[src/rtl/fetch_unit_pkg.sv]
// Shared definitions for the instruction fetch stage.
//   - fetch FSM state encoding (3 bits)
//   - default reset PC and instruction-bus widths
package fetch_unit_pkg;

  localparam int unsigned ADDR_W = 32;
  localparam int unsigned INST_W = 32;

  localparam logic [31:0] RESET_PC_DEFAULT = 32'hbfc00000;

  typedef enum logic [2:0] {
    S_IDLE    = 3'd0,
    S_REQ     = 3'd1,
    S_WAIT    = 3'd2,
    S_HOLD    = 3'd3,
    S_DISCARD = 3'd4
  } fetch_state_e;

endpackage

[src/rtl/fetch_unit_pc_sel.sv]
// fetch_pc_sel: combinational PC selection for the fetch stage.
// Chooses the value to load into pc (flush > branch > pending redirect > pc+4)
// and the next value of the delay-slot redirect bookkeeping.
// Ports:
//   pc, redirect_pending, redirect_target : current fetch state
//   flush, flush_pc                       : controller redirect
//   branch_taken, branch_target           : branch resolved in ID
//   consume                               : presented instruction taken this cycle
//   sel_pc                                : value for pc when it is updated
//   pending_nxt, target_nxt               : next redirect bookkeeping
module fetch_pc_sel #(
  parameter int unsigned ADDR_WIDTH = 32
) (
  input  logic [ADDR_WIDTH-1:0] pc,
  input  logic                  redirect_pending,
  input  logic [ADDR_WIDTH-1:0] redirect_target,
  input  logic                  flush,
  input  logic [ADDR_WIDTH-1:0] flush_pc,
  input  logic                  branch_taken,
  input  logic [ADDR_WIDTH-1:0] branch_target,
  input  logic                  consume,
  output logic [ADDR_WIDTH-1:0] sel_pc,
  output logic                  pending_nxt,
  output logic [ADDR_WIDTH-1:0] target_nxt
);

  logic [ADDR_WIDTH-1:0] seq_pc;

  always_comb begin
    // +4 wraps modulo 2^ADDR_WIDTH
    seq_pc = redirect_pending ? redirect_target : pc + ADDR_WIDTH'(4);
    // A branch arriving with the delay-slot consumption redirects immediately
    if (branch_taken) seq_pc = branch_target;
    sel_pc = flush ? flush_pc : seq_pc;
  end

  always_comb begin
    pending_nxt = redirect_pending;
    target_nxt  = redirect_target;
    if (flush) begin
      pending_nxt = 1'b0;
    end else if (branch_taken) begin
      pending_nxt = ~consume;
      target_nxt  = branch_target;
    end else if (consume) begin
      pending_nxt = 1'b0;
    end
  end

endmodule

[src/rtl/fetch_unit.sv]
// fetch_unit: instruction fetch (IF) stage.
// Generates the PC, issues single-outstanding requests on the instruction
// bus and presents PC/instruction to the IF/ID register. Supports stall,
// flush and MIPS delay-slot branch redirect.
// Ports:
//   clk, rst (async, active low)
//   flush/flush_pc, branch_taken/branch_target, stall_current_stage : control
//   rom_req/rom_addr/rom_ready/rom_rvalid/rom_rdata                 : bus
//   stall_request, if_valid, if_pc, if_inst                         : to pipeline
module fetch_unit
  import fetch_unit_pkg::*;
#(
  parameter int unsigned          ADDR_WIDTH = ADDR_W,
  parameter int unsigned          INST_WIDTH = INST_W,
  parameter logic [ADDR_WIDTH-1:0] RESET_PC  = ADDR_WIDTH'(RESET_PC_DEFAULT)
) (
  input  logic                  clk,
  input  logic                  rst,
  input  logic                  flush,
  input  logic [ADDR_WIDTH-1:0] flush_pc,
  input  logic                  branch_taken,
  input  logic [ADDR_WIDTH-1:0] branch_target,
  input  logic                  stall_current_stage,
  output logic                  rom_req,
  output logic [ADDR_WIDTH-1:0] rom_addr,
  input  logic                  rom_ready,
  input  logic                  rom_rvalid,
  input  logic [INST_WIDTH-1:0] rom_rdata,
  output logic                  stall_request,
  output logic                  if_valid,
  output logic [ADDR_WIDTH-1:0] if_pc,
  output logic [INST_WIDTH-1:0] if_inst
);

  fetch_state_e          state;
  logic [ADDR_WIDTH-1:0] pc;
  logic [INST_WIDTH-1:0] buffer;
  logic                  redirect_pending;
  logic [ADDR_WIDTH-1:0] redirect_target;

  logic                  consume;
  logic [ADDR_WIDTH-1:0] sel_pc;
  logic                  pending_nxt;
  logic [ADDR_WIDTH-1:0] target_nxt;

  always_comb begin
    consume = 1'b0;
    if (!flush && !stall_current_stage) begin
      consume = (state == S_WAIT && rom_rvalid) || (state == S_HOLD);
    end
  end

  fetch_pc_sel #(
    .ADDR_WIDTH(ADDR_WIDTH)
  ) u_pc_sel (
    .pc              (pc),
    .redirect_pending(redirect_pending),
    .redirect_target (redirect_target),
    .flush           (flush),
    .flush_pc        (flush_pc),
    .branch_taken    (branch_taken),
    .branch_target   (branch_target),
    .consume         (consume),
    .sel_pc          (sel_pc),
    .pending_nxt     (pending_nxt),
    .target_nxt      (target_nxt)
  );

  always_ff @(posedge clk or negedge rst) begin
    if (!rst) begin
      state            <= S_IDLE;
      pc               <= RESET_PC;
      buffer           <= '0;
      redirect_pending <= 1'b0;
      redirect_target  <= '0;
    end else begin
      redirect_pending <= pending_nxt;
      redirect_target  <= target_nxt;
      unique case (state)
        S_IDLE: state <= S_REQ;
        S_REQ: begin
          if (flush) pc <= sel_pc;
          // An accepted request that is flushed must still have its response drained
          if (rom_ready) state <= flush ? S_DISCARD : S_WAIT;
        end
        S_WAIT: begin
          if (rom_rvalid) begin
            if (flush) begin
              pc    <= sel_pc;
              state <= S_REQ;
            end else if (stall_current_stage) begin
              buffer <= rom_rdata;
              state  <= S_HOLD;
            end else begin
              pc    <= sel_pc;
              state <= S_REQ;
            end
          end else if (flush) begin
            pc    <= sel_pc;
            state <= S_DISCARD;
          end
        end
        S_HOLD: begin
          if (flush || !stall_current_stage) begin
            pc    <= sel_pc;
            state <= S_REQ;
          end
        end
        S_DISCARD: begin
          if (flush) pc <= sel_pc;
          if (rom_rvalid) state <= S_REQ;
        end
        default: state <= S_IDLE;
      endcase
    end
  end

  assign rom_req  = (state == S_REQ);
  assign rom_addr = pc;
  assign if_pc    = pc;

  // Depends only on state and rom_rvalid so the controller sees no loop
  assign stall_request = (state == S_REQ) || (state == S_DISCARD) || (state == S_IDLE) ||
                         (state == S_WAIT && !rom_rvalid);

  assign if_valid = !flush && ((state == S_WAIT && rom_rvalid) || (state == S_HOLD));

  always_comb begin
    if_inst = '0;
    if (state == S_HOLD)      if_inst = buffer;
    else if (state == S_WAIT) if_inst = rom_rdata;
  end

endmodule
[config.mk]
export PLATFORM = sky130hd
export DESIGN_NAME = fetch_unit
export DESIGN_NICKNAME = d
export VERILOG_FILES = /design/src/rtl/fetch_unit_pkg.sv /design/src/rtl/fetch_unit_pc_sel.sv /design/src/rtl/fetch_unit.sv
export SDC_FILE = /design/constraint.sdc
export NUM_CORES = 1
export LEC_CHECK = 0
export CAP_MARGIN = 20
export CORE_MARGIN = 2
export CORE_UTILIZATION = 47
export CTS_CLUSTER_DIAMETER = 100
export DETAILED_ROUTE_END_ITERATION = 7
export PLACE_DENSITY = 0.82
export SKIP_LAST_GASP = 1
export SLEW_MARGIN = 15
export SYNTH_ARGS = -nofsm -noshare
export SYNTH_HDL_FRONTEND = slang
export SYNTH_HIERARCHICAL = 1
export SYNTH_SLANG_ARGS = --single-unit
export TNS_END_PERCENT = 50
[constraint.sdc]
create_clock -name clk -period 2.6 [get_ports clk]
set_input_delay 0.39 -clock clk [delete_from_list [all_inputs] [get_ports clk]]
set_output_delay 0.39 -clock clk [all_outputs]
set_load 0.005 [all_outputs]
# Word-level counts from Yosys, hierarchy flattened
# Cells that the tools add are included.
[word_totals]
register_bits = 100
inputBits = 103
[classes]
n_addsub = 1
n_eq_ne = 9
muxes = 24
n_bitwise = 2
reduce_logical = 20
[op_table]
columns = ["operator", "count"]
rows = [
  ["$mux W32", 10],
  ["$pmux W32 S3", 1],
  ["$add A32 B3 Y32 const B", 1],
  ["$mux W3", 6],
  ["$pmux W3 S5", 1],
  ["$reduce_and A4 Y1", 2],
  ["$eq A3 B2 Y1 const B", 2],
  ["$reduce_bool A3 Y1", 2],
  ["$logic_or A1 B1 Y1", 5],
  ["$logic_and A1 B1 Y1", 4],
  ["$mux W1", 4],
  ["$mux W2", 2],
  ["$ne A2 B2 Y1 const B", 2],
  ["$ne A4 B4 Y1 const B", 1],
  ["$eq A3 B1 Y1 const B", 1],
  ["$eq A3 B3 Y1 const B", 1],
  ["$logic_not A1 Y1", 3],
  ["$logic_not A3 Y1", 1],
  ["$ne A3 B3 Y1 const B", 1],
  ["$reduce_and A3 Y1", 1],
  ["$ne A2 B1 Y1 const B", 1],
  ["$not A1 Y1", 2],
  ["$reduce_and A2 Y1", 1],
  ["$reduce_or A2 Y1", 1],
]

# Depth between registers and ports, before layout
[depth]
word_depth = 8
mapped_depth = 8

# By module
# Netlist, hierarchy kept.
[by_module_without_submodules]
columns = ["mod", "instances", "cells_each", "area_each_um2"]
rows = [
  ["fetch_unit", 1, 272, 4061.4],
  ["fetch_pc_sel", 1, 311, 1934.4],
]

# Least setup slack after synthesis
# Ideal clock, no wire load.
[synth_path]
kind = "reg2reg"
startpoint = "register pc[2] (netlist: if_pc[2])"
endpoint = "register pc[22] (netlist: if_pc[22])"
setup_time_ps = 82
arrival_ps = 2192
t_required_ps = 2518
path_slack_ps = 326
path_stages_with_launch = 9
synth_period_minus_slack_ps = 2274
path_cell_list = "dfrtp_1 > ha_1 > nand4_1 > or4_1 > buf_2 > nor3_2 > xor2_1 > a221o_1 > mux2_2"
[synth_between]
elab_chain_cells = 8
word_cells_on_any_way = 10
classes_between = "add/sub (1); mux (9)"
[synth_lines]
columns = ["item", "line_no", "rtl"]
rows = [
  ["start: declaration", "fetch_unit.sv:36", "logic [ADDR_WIDTH-1:0] pc;"],
  ["start signal: assignment", "fetch_unit.sv:82", "if (flush) pc <= sel_pc;"],
  ["start signal: assignment", "fetch_unit.sv:89", "pc <= sel_pc;"],
  ["start signal: assignment", "fetch_unit.sv:95", "pc <= sel_pc;"],
  ["$add A32 B3 Y32 (*)", "fetch_unit_pc_sel.sv:31", "seq_pc = redirect_pending ? redirect_target : pc + ADDR_WIDTH'(4);"],
  ["$mux W32 (*)", "fetch_unit_pc_sel.sv:31", ""],
  ["$mux W32 (*)", "fetch_unit_pc_sel.sv:33", "if (branch_taken) seq_pc = branch_target;"],
  ["$mux W32 (*)", "fetch_unit_pc_sel.sv:34", "sel_pc = flush ? flush_pc : seq_pc;"],
  ["net sel_pc[22]", "fetch_unit.sv:42", "logic [ADDR_WIDTH-1:0] sel_pc;"],
  ["$mux W32", "fetch_unit.sv:91", "end else if (stall_current_stage) begin"],
  ["$mux W32", "fetch_unit.sv:88", "if (flush) begin"],
  ["$mux W32", "fetch_unit.sv:87", "if (rom_rvalid) begin"],
  ["$pmux W32 S3 (*)", "fetch_unit.sv:79", "unique case (state)"],
]
# Mark *: on every way through the listed nets, which the timed path passes. The rest lies on a longest branch. The select of a mux whose other input is x is not followed.
# A chain may end at the register's enable or synchronous reset.

# Final worst setup path
[layout_path]
startpoint = "register state[2]"
endpoint = "output if_inst[18]"
[layout_between]
elab_chain_cells = 3
word_cells_on_any_way = 4
classes_between = "eq/ne (2); mux (2)"
[layout_lines]
columns = ["item", "line_no", "rtl"]
rows = [
  ["start: declaration", "fetch_unit.sv:35", "fetch_state_e state;"],
  ["start signal: assignment", "fetch_unit.sv:84", "if (rom_ready) state <= flush ? S_DISCARD : S_WAIT;"],
  ["$eq A3 B2 Y1", "fetch_unit.sv:131", "else if (state == S_WAIT) if_inst = rom_rdata;"],
  ["$mux W32", "fetch_unit.sv:131", ""],
  ["$mux W32 (*)", "fetch_unit.sv:130", "if (state == S_HOLD) if_inst = buffer;"],
  ["end: declaration", "fetch_unit.sv:32", "output logic [INST_WIDTH-1:0] if_inst"],
]
# Mark *: on every way between the ends. The rest lies on a longest branch, timed or not.

==> results.toml <==
[run_status]
status = "finished with violations"
violations = "hold timing"

[logic_synthesis]
synth.most_common_cell = "dfrtp_1"
synth.distinct_cells = 48
synth-async-reset-ratio_pct = 100
yosysWarnings = 6
syn_area_um2 = 6000
synth_top_area_share_pct = 38.0
ys_top_cells_by_area = "dfrtp_1 (38%), mux2_2 (16%), a22o_1 (4.7%)"
synth_common_cells = "dfrtp_1 (91), mux2_2 (87), nand2_1 (65)"
synthCells = 583
synth_edf_count = 0
yosys.area.top_type = "dfrtp_1"
syn_area_per_cell_um2 = 10.3
seq_area_frac_synth_pct = 41.9
synth_ff_type = "dfrtp_1"
synth.ff_latch_count = 100
syn-num-nets = 687

[setup_path]
crit_buf_inv = 2
critPathMaxFanout = 32
critPathRequiredTime_ns = 2.21
slowest_stage = "clkdlybuf4s50_1"
setup.worst_path.end_class = "primary output"
cpLargestDelayFamily = "buffers and inverters"
cp_cell_sequence = "nand2b_4 > nor2_2 > buf_12 > a22o_1 > clkdlybuf4s50_1"
worst_path_largest_cell_delay_ns = 0.50
crit_arrival_ns = 2.07
crit_type = "register to primary output"
start_kind = "register"

[floorplanning]
core_area_um2 = 12500
initial_core_util_pct = 47.9
die_h_um = 117
die_x_um = 117
rows = 41
ios = 202
dieArea_um2 = 13700

[timing]
finClkSkew_ns = 0.00997
rsz0062_at_grt = "no"
hold_viol_final = 4
clock.fmax_ghz = 0.406
finalCritPeriodShare_pct = 94.6
setup_viol = 0
slew_viol_final = 0
worstMarginPinSlew_ns = 0.558
min_period_ns = 2.46
fin_setup_tns_ns = 0
holdWs_ns = -0.00799
relSlewSlack_pct = 62.8

[pwr]
power.leakage_nw = 3.31
ir_drop_v = 0.000464
p_per_area_nw_per_um2 = 875

[job]
cap_viol_max_count = 0

[clock_tree]
clkLatencyLatePin_ns = 0.34
clk_pin_slew_ns = 0.07
cts-root-buf = "clkbuf_16"
clock_path_buffers = 2
clkSinkCount = 100
post_cts_buffers = 0
h-tree-depth = 3
cts_tree = "done"
ctsHoldBuffers = 0
numCtsBuffers = 9

[route]
finalWirelength_um = 16300
vias = 4999
ant_nets = 0
wl_per_cell_um = 17.8
first_pass_iters = 4
drtIter0Drc = 297
drc = 0
viasPerCell = 5.46

[grt]
grt_remaining_overflow = 0
grt_pass1_wl_um = 25800
antenna_found_initial = 0
track_usage_pct = 24.0
grt_pass1_vias = 5229
grt_max_degree = 49

[finish]
drive_gt1_share_pct = 20.6
fin_nets = 844
diodes = 0
final_area_um2 = 8270
layoutNonFillerInstCount = 916
layout-area-overhead-vs-synth_pct = 37.9

[placement]
dp_hpwl_um = 11700
port_buffers = 201
place.gp.congestion = 0.839
dp.cells = 901
postPlaceCellArea_um2 = 7950

[min_path]
hold_path.class = "primary input to asynchronous set/reset pin"
==> worst reg2reg max path, delay by kind of cell (launching register included) <==
family,cells,cell delay (ns)
and+or+nand+nor,3,1.12
DFF,1,0.35
AOI/OAI and AO/OA,1,0.33
muxes,1,0.26
adders and majority gates,1,0.23
xor gates and xnor gates,1,0.08
==> through the flow <==
| stage | hold slack [ns] | total power, mW | setup slack (ns) | util [%] |
|---|---|---|---|---|
| CTS | 0.00767 | 7.27 | 0.0520 | 65.9 |
| global placement | 0.361 | 5.77 | 0.189 | 63.5 |
| floorplan | 0.0944 | 4.46 | 0.326 | - |
| finish | -0.00799 | 7.23 | 0.140 | 66.1 |
| detailed placement | 0.374 | 5.92 | 0.164 | 63.5 |
| global route | 0.0252 | 7.67 | 0.0206 | 66.1 |
==> what timing repair did <==
action                     in CTS  in global routing
pin swaps                       0                  0
gates resized for setup         3                  6
setup endpoints to repair       7                 31
==> final timing paths <==
path,startpoint,endpoint,slack [ns],cells past startpoint
min,rst,redirect_target[21]$_DFF_PN0_,-0.008,1
max reg2reg,if_pc[2]$_DFFE_PN0P_,if_pc[22]$_DFFE_PN1P_,0.15,7
min reg2reg,redirect_target[12]$_DFF_PN0_,redirect_target[12]$_DFF_PN0_,0.51,1
max in group asynchronous,rst,buffer[25]$_DFFE_PN0P_,1.88,2
min in group clk,branch_taken,redirect_pending$_DFF_PN0_,0.47,3
max,state[2]$_DFFE_PN0P_,if_inst[18],0.14,5
==> power breakdown <==
| group | total, mW | switching (mW) | internal, mW |
|---|---|---|---|
| Sequential | 2.77 | 0.608 | 2.16 |
| Combinational | 3.14 | 1.15 | 1.99 |
| Clock | 1.32 | 0.581 | 0.741 |
| Total | 7.23 | 2.34 | 4.89 |
==> flip-flops by register name (all words and copies together) (netlist names) <==
name,flops
state,3
if_pc,32
redirect_target,32
buffer,32
redirect_pending,1
==> layout make-up <==
class,count,area [µm²]
fill,1037,4250
multi-input combinational,401,3000
sequential,100,2520
timing repair buffer,219,2210
clock buffer,9,225
tap,172,215
clock inverter,6,63.8
inverter,9,33.8
==> cell usage in the layout (no fill, tap or decap), types with 9 or more instances in the layout <==
cell type,count
clkdlybuf4s50_1,198
inv_1,9
xor2_1,12
nor2_1,39
buf_4,13
clkbuf_16,9
a21oi_1,27
mux2_2,87
o21ai_0,19
nand2_1,65
dfrtp_1,88
dfstp_2,9
o221ai_1,19
nand3_1,14
mux2_1,9
xnor2_1,16
a22o_1,32
==> cells by family after synthesis <==
group           synth area share (%)
simple gates                    13.4
compound gates                  12.9
mux                             19.4
flops                           41.9
buf+inv                         8.18
xor+xnor                        4.09
fa+ha+maj                      0.209
==> layer usage <==
layer	GRT usage [%]	up-vias	routed length, µm
met3	4.53	20	962
met1	31.3	2475	6790
met5	0	-	0
li1	-	2361	-
met4	7.61	0	225
met2	40.7	143	8300
No activity file was read; power rests on OpenSTA's default activity.
==> RTL edit (config.mk and constraints unchanged) <==
Reset style: synchronous (`rst`), changed in one clocked block. Comments in the files are not updated.
--- a/src/rtl/fetch_unit.sv
+++ b/src/rtl/fetch_unit.sv
@@ -68,3 +68,3 @@
 
-  always_ff @(posedge clk or negedge rst) begin
+  always_ff @(posedge clk) begin
     if (!rst) begin
Behaviour: differs if rst is asserted again (counterexample within 4 cycles, from zero or initial values and one cycle with rst low); with rst held inactive, the same outputs for 4 cycles.
==> RTL edit against the unedited design <==
  * Sequential cell count is the same
  * Register-to-register slack improved by 30 ps
  * Synthesized cell count grew 37%
  * Synthesized area rose by 6.3%
  * Highest routed layer unchanged
  * Routed wire length grew 4.2%
  * Final area grew 5.1%
  * Worst setup slack better by 44 ps
Power is not compared: it rests on default switching activity, and its combinational part moved more than twofold at a synthesized area within 25%.
==> RTL edit: results (changes against the unedited design) <==
GRT Total Usage -> 23.2% (-0.85 points)
grt met2 use -> 38.4% (-2.3 points)
vias in the first global route -> 5,623 (+7.5%)
Crit Path Class -> flip-flop to flip-flop
crit path max fanout -> 4 (-88%)
DR pass1 iterations -> 7 (+3)
Peak Freq -> 0.414 GHz (+1.8%)
multiplexer area fraction after synthesis -> 12.0% (-7.4 points)
r2r setup slk -> 180 ps (+30 ps)
met2 WL -> 7830 um (-5.6%)
Worst Reg-to-Reg Cells -> 11 (+4)
M3 GR Usage -> 6.08% (+1.6 points)
routed len/inst -> 14.9 um (-16%)
via/cell ratio -> 5.30 (-2.9%)
Worst setup endpoint -> if_pc[24]
Place WS -> -0.0933 ps (-164 ps)
ys async rst share -> 0% (-100 points)
largest cells by area after synthesis -> dfxtp_1 31%, nand2_1 10%, mux2i_1 6.0%
placed cell areas -> 0.00841 sq mm (+5.7%)
post-synthesis sequential area ratio -> 31.4% (-11 points)
syn_nets -> 902 (+31%)
slowest CP cell -> or4_4
Post-Synthesis Cells -> 798 (+37%)
final instance area -> 0.00869 sq mm (+5.1%)
Routed met3 length -> 1310 um (+36%)
clock skew -> 4.64 ps (-5.33 ps)
Initial DRC Count -> 416 (+40%)
peak per-stage delay on the critical path -> 460 ps (-40 ps)
metal1 wirelength -> 7490 um (+10%)
top cells by instance count after synthesis -> 172 x nand2_1, 100 x dfxtp_1, 44 x nor2_1, 39 x clkbuf_1, 38 x mux2i_1
run status -> complete, no violations
Netlist cell types -> 62 (+29%)
FF-to-FF Start -> if_pc[2]
share of cells above drive strength 1 -> 12.0% (-8.6 points)
largest net degree at the start of global routing -> 64 (+31%)
global-route wire length before repair -> 27,400 um (+6.1%)
-- RTL edit: per-stage QoR --
stage          hold WS (ps)  util (%)
3_3_place_gp            439      63.5
6_report                452      65.6
3_5_place_dp            445      63.5
4_1_cts                 454      65.6
5_1_grt                 472      65.6
2_1_floorplan           435         -
-- RTL edit: power by group --
group	switching, W	internal [W]	leakage [nW]
Sequential	0.0000535	0.00160	0.816
Clock	0.000581	0.000673	0.129
Combinational	0.000381	0.000523	2.36
-- RTL edit: cell type report --
| class | count | area (sq um) |
|---|---|---|
| clock buffers | 12 | 246 |
| clock inverters | 4 | 25.0 |
| flip-flops and latches | 100 | 2010 |
| well taps | 176 | 220 |
| inverters | 13 | 48.8 |
| repair buffers | 241 | 2350 |
| fillers | 1118 | 4550 |
| multi-input cells | 591 | 3790 |
-- RTL edit: timing repair --
item                                    4_1_cts  5_1_grt
endpoints found under the setup margin        1        1
resized for setup                             1        1
hold endpoints to repair                      0        0
pin swaps                                     0        3
hold buffers                                  0        0
